`config.mk`:
```
export PLATFORM = sky130hd
export DESIGN_NAME = int_ctrl
export DESIGN_NICKNAME = d
export VERILOG_FILES = /design/src/rtl/int_ctrl.sv
export SDC_FILE = /design/constraint.sdc
export NUM_CORES = 1
export LEC_CHECK = 0
export CAP_MARGIN = 20
export CORE_ASPECT_RATIO = 1.2
export CORE_UTILIZATION = 45
export DETAILED_ROUTE_END_ITERATION = 10
export GPL_TIMING_DRIVEN = 0
export PLACE_DENSITY_LB_ADDON = 0.3
export SYNTH_ARGS = -nofsm -noshare
export SYNTH_HDL_FRONTEND = slang
export SYNTH_SLANG_ARGS = --single-unit
```
`constraint.sdc`:
```
create_clock -name clk -period 3 [get_ports clk]
set_input_delay 0.3 -clock clk [delete_from_list [all_inputs] [get_ports clk]]
set_output_delay 0.3 -clock clk [all_outputs]
set_load 0.005 [all_outputs]
```
`src/rtl/int_ctrl.sv`:
```
// int_ctrl: receiving end of the CPU interrupt path.
// Raw request lines are sampled and edge-detected. Each rising edge sets a
// latched pending bit. Masked pending bits are arbitrated by fixed priority,
// where the lowest index wins. The winner is presented to the CPU as a
// registered INT plus int_vec, and the ack / eret handshake is tracked.
// Edges that land on an already-pending bit are counted in a saturating
// lost_cnt.
//
// Optional feature, macro INT_SYNC_EN:
//   defined   - each INT_src bit passes through a two-flop synchronizer before
//               the edge-history flop. Edge-to-pending latency is 3 edges.
//   undefined - INT_src is sampled by a single flop. Use this only for
//               sources that are already synchronous to clk. Latency is
//               2 edges.
module int_ctrl #(
    parameter int NUM_SRC = 8,
    parameter int VEC_W   = 3
) (
    input  logic               clk,
    input  logic               rst,
    input  logic [NUM_SRC-1:0] INT_src,
    input  logic [NUM_SRC-1:0] int_mask,
    input  logic               int_en,
    input  logic               int_ack,
    input  logic               eret,
    output logic               INT,
    output logic [VEC_W-1:0]   int_vec,
    output logic               in_service,
    output logic [NUM_SRC-1:0] pending,
    output logic [7:0]         lost_cnt
);

    typedef enum logic [1:0] {
        IDLE    = 2'd0,
        REQ     = 2'd1,
        SERVICE = 2'd2
    } state_t;

    state_t state;

    // Sampled level s of each request line, and its one-cycle history.
    logic [NUM_SRC-1:0] lvl_p1;
    logic [NUM_SRC-1:0] hist_p2;

    logic [NUM_SRC-1:0] edge_det;
    logic [NUM_SRC-1:0] clr_mask;
    logic [NUM_SRC-1:0] req_mask;
    logic [NUM_SRC-1:0] pending_nxt;
    logic               lost_any;

    // Lowest set index of a request vector, which gives fixed priority.
    function automatic logic [VEC_W-1:0] lowest_idx(input logic [NUM_SRC-1:0] bits);
        logic [VEC_W-1:0] idx;
        idx = '0;
        for (int i = NUM_SRC - 1; i >= 0; i--) begin
            if (bits[i]) begin
                idx = VEC_W'(i);
            end
        end
        return idx;
    endfunction

    // Saturating 8-bit increment for the lost-event counter.
    function automatic logic [7:0] sat_inc(input logic [7:0] v);
        logic [7:0] r;
        if (v == 8'hFF) begin
            r = v;
        end else begin
            r = v + 8'd1;
        end
        return r;
    endfunction

`ifdef INT_SYNC_EN
    logic [NUM_SRC-1:0] sync_p0;

    // Two-flop synchronizer for request lines from a foreign clock domain.
    always_ff @(posedge clk) begin
        if (!rst) begin
            sync_p0 <= '0;
            lvl_p1  <= '0;
        end else begin
            sync_p0 <= INT_src;
            lvl_p1  <= sync_p0;
        end
    end
`else
    // Single sampling flop for request lines already synchronous to clk.
    always_ff @(posedge clk) begin
        if (!rst) begin
            lvl_p1 <= '0;
        end else begin
            lvl_p1 <= INT_src;
        end
    end
`endif

    // Edge history. It resets to 0, so a line held high through reset
    // produces exactly one edge after release.
    always_ff @(posedge clk) begin
        if (!rst) begin
            hist_p2 <= '0;
        end else begin
            hist_p2 <= lvl_p1;
        end
    end

    // Rising-edge detection and the acknowledge clear of the serviced bit.
    always_comb begin
        edge_det = lvl_p1 & ~hist_p2;
        req_mask = pending & int_mask;
        clr_mask = '0;
        if (state == REQ && int_ack) begin
            for (int i = 0; i < NUM_SRC; i++) begin
                if (int_vec == VEC_W'(i)) begin
                    clr_mask[i] = 1'b1;
                end
            end
        end
        // A new edge wins over a same-cycle clear. It is not a lost event
        // because the bit it lands on is being consumed.
        pending_nxt = (pending & ~clr_mask) | edge_det;
        lost_any    = |(edge_det & pending & ~clr_mask);
    end

    // Pending latch and saturating lost-event counter.
    always_ff @(posedge clk) begin
        if (!rst) begin
            pending  <= '0;
            lost_cnt <= '0;
        end else begin
            pending <= pending_nxt;
            if (lost_any) begin
                lost_cnt <= sat_inc(lost_cnt);
            end
        end
    end

    // Handshake FSM. INT, int_vec and in_service are all registered here.
    always_ff @(posedge clk) begin
        if (!rst) begin
            state      <= IDLE;
            INT        <= 1'b0;
            int_vec    <= '0;
            in_service <= 1'b0;
        end else begin
            case (state)
                IDLE: begin
                    if (int_en && (req_mask != '0)) begin
                        int_vec <= lowest_idx(req_mask);
                        INT     <= 1'b1;
                        state   <= REQ;
                    end
                end
                REQ: begin
                    // The presented vector is frozen. Mask and enable
                    // changes here do not withdraw the request.
                    if (int_ack) begin
                        INT        <= 1'b0;
                        in_service <= 1'b1;
                        state      <= SERVICE;
                    end
                end
                SERVICE: begin
                    if (eret) begin
                        in_service <= 1'b0;
                        state      <= IDLE;
                    end
                end
                default: begin
                    INT        <= 1'b0;
                    in_service <= 1'b0;
                    state      <= IDLE;
                end
            endcase
        end
    end

endmodule

```
Word-level counts from Yosys, hierarchy flattened
Index checks and enable logic that the tools add are counted.
{"block": "totals", "register_bits": 39, "in_bits": 21, "out_inout_bits": 21, "word_cells": 71}
{"block": "op_classes", "addsub": 1, "n_eq_ne": 13, "mux": 27, "n_bitwise": 11, "n_reduce_logical": 11}
{"operator": "$and A8 B8 Y8", "count": 5}
{"operator": "$mux W3", "count": 8}
{"operator": "$not A8 Y8", "count": 2}
{"operator": "$eq A3 B3 Y1 const B", "count": 4}
{"operator": "$mux W1", "count": 12}
{"operator": "$reduce_and A3 Y1", "count": 3}
{"operator": "$add A8 B1 Y8 const B", "count": 1}
{"operator": "$eq A8 B8 Y1 const B", "count": 1}
{"operator": "$mux W8", "count": 1}
{"operator": "$or A8 B8 Y8", "count": 1}
{"operator": "$reduce_bool A8 Y1", "count": 1}
{"operator": "$reduce_or A8 Y1", "count": 1}
{"operator": "$eq A3 B2 Y1 const B", "count": 2}
{"operator": "$mux W2", "count": 3}
{"operator": "$ne A2 B2 Y1 const B", "count": 3}
{"operator": "$pmux W1 S3", "count": 2}
{"operator": "$pmux W2 S3", "count": 1}
{"operator": "$reduce_and A2 Y1", "count": 2}
{"operator": "$eq A3 B1 Y1 const B", "count": 1}
{"operator": "$logic_not A3 Y1", "count": 1}
{"operator": "$not A1 Y1", "count": 3}
{"operator": "$eq A2 B1 Y1 const B", "count": 1}
{"operator": "$eq A2 B2 Y1 const B", "count": 1}
{"operator": "$logic_and A1 B1 Y1", "count": 2}
{"operator": "$logic_not A2 Y1", "count": 1}

Depth between registers and ports, before layout
{"block": "logic_depth", "ltp_word": 9, "ltp_mapped": 9, "mapped_depth_nobuf": 7}

Worst setup path before layout
No wires, ideal clock.
{"block": "synth_path", "kind": "reg-to-reg", "start": "reg int_vec[1]", "end": "reg lost_cnt[0]", "setup_ns": 0.128, "t_arrival_ns": 1.627, "t_required_ns": 2.872, "path_slack_ns": 1.245, "stages_incl_launch_ff": 9, "path_buffers": 1, "synth_period_minus_slack_ns": 1.755, "cell_sequence": "dfxtp_1 -> inv_1 -> o41ai_1 -> o22a_1 -> o221ai_2 -> o21ai_2 -> buf_6 -> xor2_1 -> nor2_1"}
{"block": "synth_between", "elab_chain_len": 7, "word_cells_on_any_way": 21, "cone_classes": "7 x eq/ne; 9 x mux; 2 x bitwise; 3 x reduce/logical"}
{"item": "start: declaration", "line_no": "27", "rtl": "output logic [VEC_W-1:0] int_vec,"}
{"item": "start signal: assignment", "line_no": "150", "rtl": "int_vec <= lowest_idx(req_mask);"}
{"item": "$eq A3 B1 Y1 (tied with other cells)", "line_no": "115", "rtl": "if (int_vec == VEC_W'(i)) begin"}
{"item": "$mux W1", "line_no": "115"}
{"item": "$mux W8 (*)", "line_no": "113", "rtl": "if (state == REQ && int_ack) begin"}
{"item": "$not A8 Y8 (*)", "line_no": "123", "rtl": "lost_any = |(edge_det & pending & ~clr_mask);"}
{"item": "$and A8 B8 Y8 (*)", "line_no": "123"}
{"item": "$reduce_or A8 Y1 (*)", "line_no": "123"}
{"item": "$reduce_and A2 Y1 (no line) (*)"}
{"item": "end signal: assignment", "line_no": "134", "rtl": "lost_cnt <= sat_inc(lost_cnt);"}
{"item": "end: declaration", "line_no": "30", "rtl": "output logic [7:0] lost_cnt"}
Every way passes the cells marked *; elsewhere a longest branch is shown, timed or not.
A chain may end at the register's enable or synchronous reset.

Final worst setup path
{"block": "layout_path", "start": "in int_ack", "end": "reg lost_cnt[0]"}
{"block": "layout_between", "elab_chain_len": 6}
{"item": "start: declaration", "line_no": "24", "rtl": "input logic int_ack,"}
{"item": "$logic_and A1 B1 Y1", "line_no": "113"}
{"item": "$mux W8", "line_no": "113"}
{"item": "$not A8 Y8", "line_no": "123"}
{"item": "$and A8 B8 Y8", "line_no": "123"}
{"item": "$reduce_or A8 Y1", "line_no": "123"}
{"item": "$reduce_and A2 Y1 (no line)"}
No other way between the ends.

==> results.py <==
metrics = {
    "yosys": {
        "yosysUniqueCellTypes": 36,
        "synth_edf_count": 0,
        "postSynthAreaPerCell_um2": 9.036,
        "synthArstFlopShare_pct": 0,
        "netlist_instances": 176,
        "synth_warnings": 0,
        "syn-cell-area_um2": 1590,
        "synth.ff_latch_count": 39,
        "ys.flop_type": "dfxtp_1",
        "synth_nets": 198,
        "seq_area_frac_synth_pct": 49.10,
    },
    "detailed_routing": {
        "routed_wl_um": 3284,
        "vias": 1416,
        "drt_iter0_markers": 36,
        "drtPass1Iterations": 4,
        "drc": 0,
        "wire_per_inst_um": 12.53,
        "detail-route-antenna-nets": 0,
        "via_per_inst": 5.405,
    },
    "setup_path": {
        "reg2reg_depth": 8,
        "worstReg2RegStart": "int_vec[1]",
        "critPathMaxFanout": 10,
        "start_kind": "primary input",
        "path_class": "primary input to flip-flop",
        "critical_path.endpoint_type": "flip-flop",
        "rrSetupSlack_ns": 0.92,
        "arrival_ns": 2.35,
        "crit_required_ns": 3.17,
        "timing.rr.end": "lost_cnt[0]",
    },
    "placement": {
        "numPortBuffers": 41,
        "gp_congestion": 0.8446,
        "hpwl_um": 2424,
        "dp_slack_ns": 0.5552,
    },
    "grt": {
        "grt_pass1_vias": 1302,
        "grt_max_degree": 13,
        "grt_overflow": 0,
        "grtUsageTotal_pct": 19.24,
        "grt_pass1_wl_um": 5478,
        "antenna_found_initial": 0,
    },
    "sta": {
        "timing.slew.headroom_pct": 69.45,
        "fin_tns_setup_ns": 0,
        "setup_viol": 0,
        "final.setup_skew_ns": 0.007126,
        "fmax_mhz": 458.8,
        "rsz0062_at_grt": "no",
        "finalWorstSetupSlack_ns": 0.8202,
        "hold_viol_final": 0,
        "fin_crit_sh_pct": 72.66,
        "worst_pin_slew_ns": 0.4524,
        "slew_violations": 0,
        "min_period_ns": 2.180,
    },
    "floorplanning": {
        "die_y_um": 67.12,
        "io_pins": 42,
        "initial_utilization_pct": 47.23,
        "die-area_um2": 3777,
        "dieWidth_um": 56.27,
        "row_count": 23,
        "coreArea_um2": 3367,
    },
    "min_path": {
        "hold_end": "hist_p2[2]",
        "hold_depth": 1,
        "hp-start": "lvl_p1[2]",
        "hold_path.class": "flip-flop to flip-flop",
    },
    "clock_tree": {
        "cts.sinks": 39,
        "clkLatencyLatePin_ns": 0.29,
        "cts_tree": "done",
        "cts_buffers": 5,
        "root_buffer": "clkbuf_8",
        "holdBufCountCts": 0,
        "clock_tree.buffer_depth": 2,
        "cts_resized": 0,
        "post_cts_buffers": 0,
        "clkTransAtPathRegs_ns": 0.08,
        "cts_max_level": 2,
    },
    "final_layout": {
        "layout_common_cells": "clkdlybuf4s50_1 (41), dfxtp_1 (39), a21oi_1 (20)",
        "nNetsFinal": 246,
        "multi_input_area_um2": 748.2,
        "syn_to_final_growth_pct": 35.25,
        "antenna_cells": 0,
        "seq_area_um2": 780.7,
        "fillers": 293,
        "final_common_cell": "clkdlybuf4s50_1",
        "drive_above_1_share_pct": 6.667,
    },
    "pwr": {
        "power_density_nw_per_um2": 525.6,
        "power.leakage_nw": 0.7771,
        "max-vdd-ir-drop_mv": 0.3566,
    },
    "job": {
        "maxCapViolations": 0,
    },
    "outcome": {
        "status": "complete, no violations",
    },
}
==> Yosys cell counts, types with 4 or more instances <==
library cell	instances	share of area [%]
nand2_1	14	3.3
and2_1	17	6.7
o21ai_0	6	1.9
nand2b_1	10	3.9
a22oi_1	4	1.9
nand3_1	10	3.1
dfxtp_1	39	49
nor2_1	11	2.6
a21oi_1	20	6.3
inv_1	6	1.4
==> worst max path at each step <==
stage | start | to | slack [ns] | depth (start not counted)
after floorplan | int_vec[1] | lost_cnt[0] | 1.25 | 8
after global placement | int_ack | lost_cnt[0] | 0.54 | 9
after detailed placement | int_ack | lost_cnt[0] | 0.56 | 9
after CTS | int_ack | lost_cnt[0] | 0.85 | 9
after global routing | int_ack | lost_cnt[0] | 0.67 | 9
final | int_ack | lost_cnt[0] | 0.82 | 9
==> stage by stage <==
step	power [mW]	util [%]	std cells	hold WS, ns	area [um^2]
finish	1.130	63.88	262	0.4518	2151
global route	1.186	63.88	262	0.4744	2151
CTS	1.140	63.88	262	0.4638	2151
detailed placement	0.7543	60.80	254	0.4448	2047
global placement	0.7504	60.80	254	0.4441	2047
floorplan	0.6703	-	176	0.4273	1590
==> flip-flops by register name, summed over array words and instances (netlist names) <==
signal and flops:
int_vec 3, state 2, pending 8, in_service 1, INT 1, lvl_p1 8
lost_cnt 8, hist_p2 8
==> critical path, cell delays in order <==
cell and delay [ns]:
clkdlybuf4s50_1 0.53, nand3_1 0.17, o41ai_1 0.43, o22a_1 0.23
o221ai_2 0.11, o21ai_2 0.20, buf_6 0.16, xor2_1 0.15
nor2_1 0.05
==> power breakdown <==
part / switching (mW) / leakage [nW] / internal (mW)
clock: 0.178 / 0.0505 / 0.209
sequential: 0.0237 / 0.320 / 0.547
combinational: 0.0731 / 0.406 / 0.0989
==> area by class of cell <==
type | count | share of cell area [%]
buffer | 6 | 1.629
sequential | 39 | 36.30
timing repair buffer | 41 | 19.08
clock inverter | 1 | 0.3490
tap | 37 | 2.152
inverter | 7 | 1.222
clock buffer | 7 | 4.479
multi-input combinational | 124 | 34.79
==> metal layers <==
metal  wire [um]  global-route usage, %  up-vias
met5           0                      0        -
met3         193                  6.602        7
met1        1439                  20.07      651
li1            -                      -      715
met2        1586                  34.82       43
met4          64                  9.146        0
==> cell families after synthesis <==
group	after synthesis	synth area share (%)
xor gates and xnor gates	1	0.5508
muxes	3	1.888
adders and majority gates	1	0.7867
and+or+nand+nor	74	25.26
DFF	39	49.10
AOI/OAI and AO/OA	45	18.57
buffers and inverters	13	3.855
Note: power is estimated with default switching activity, not from simulation.
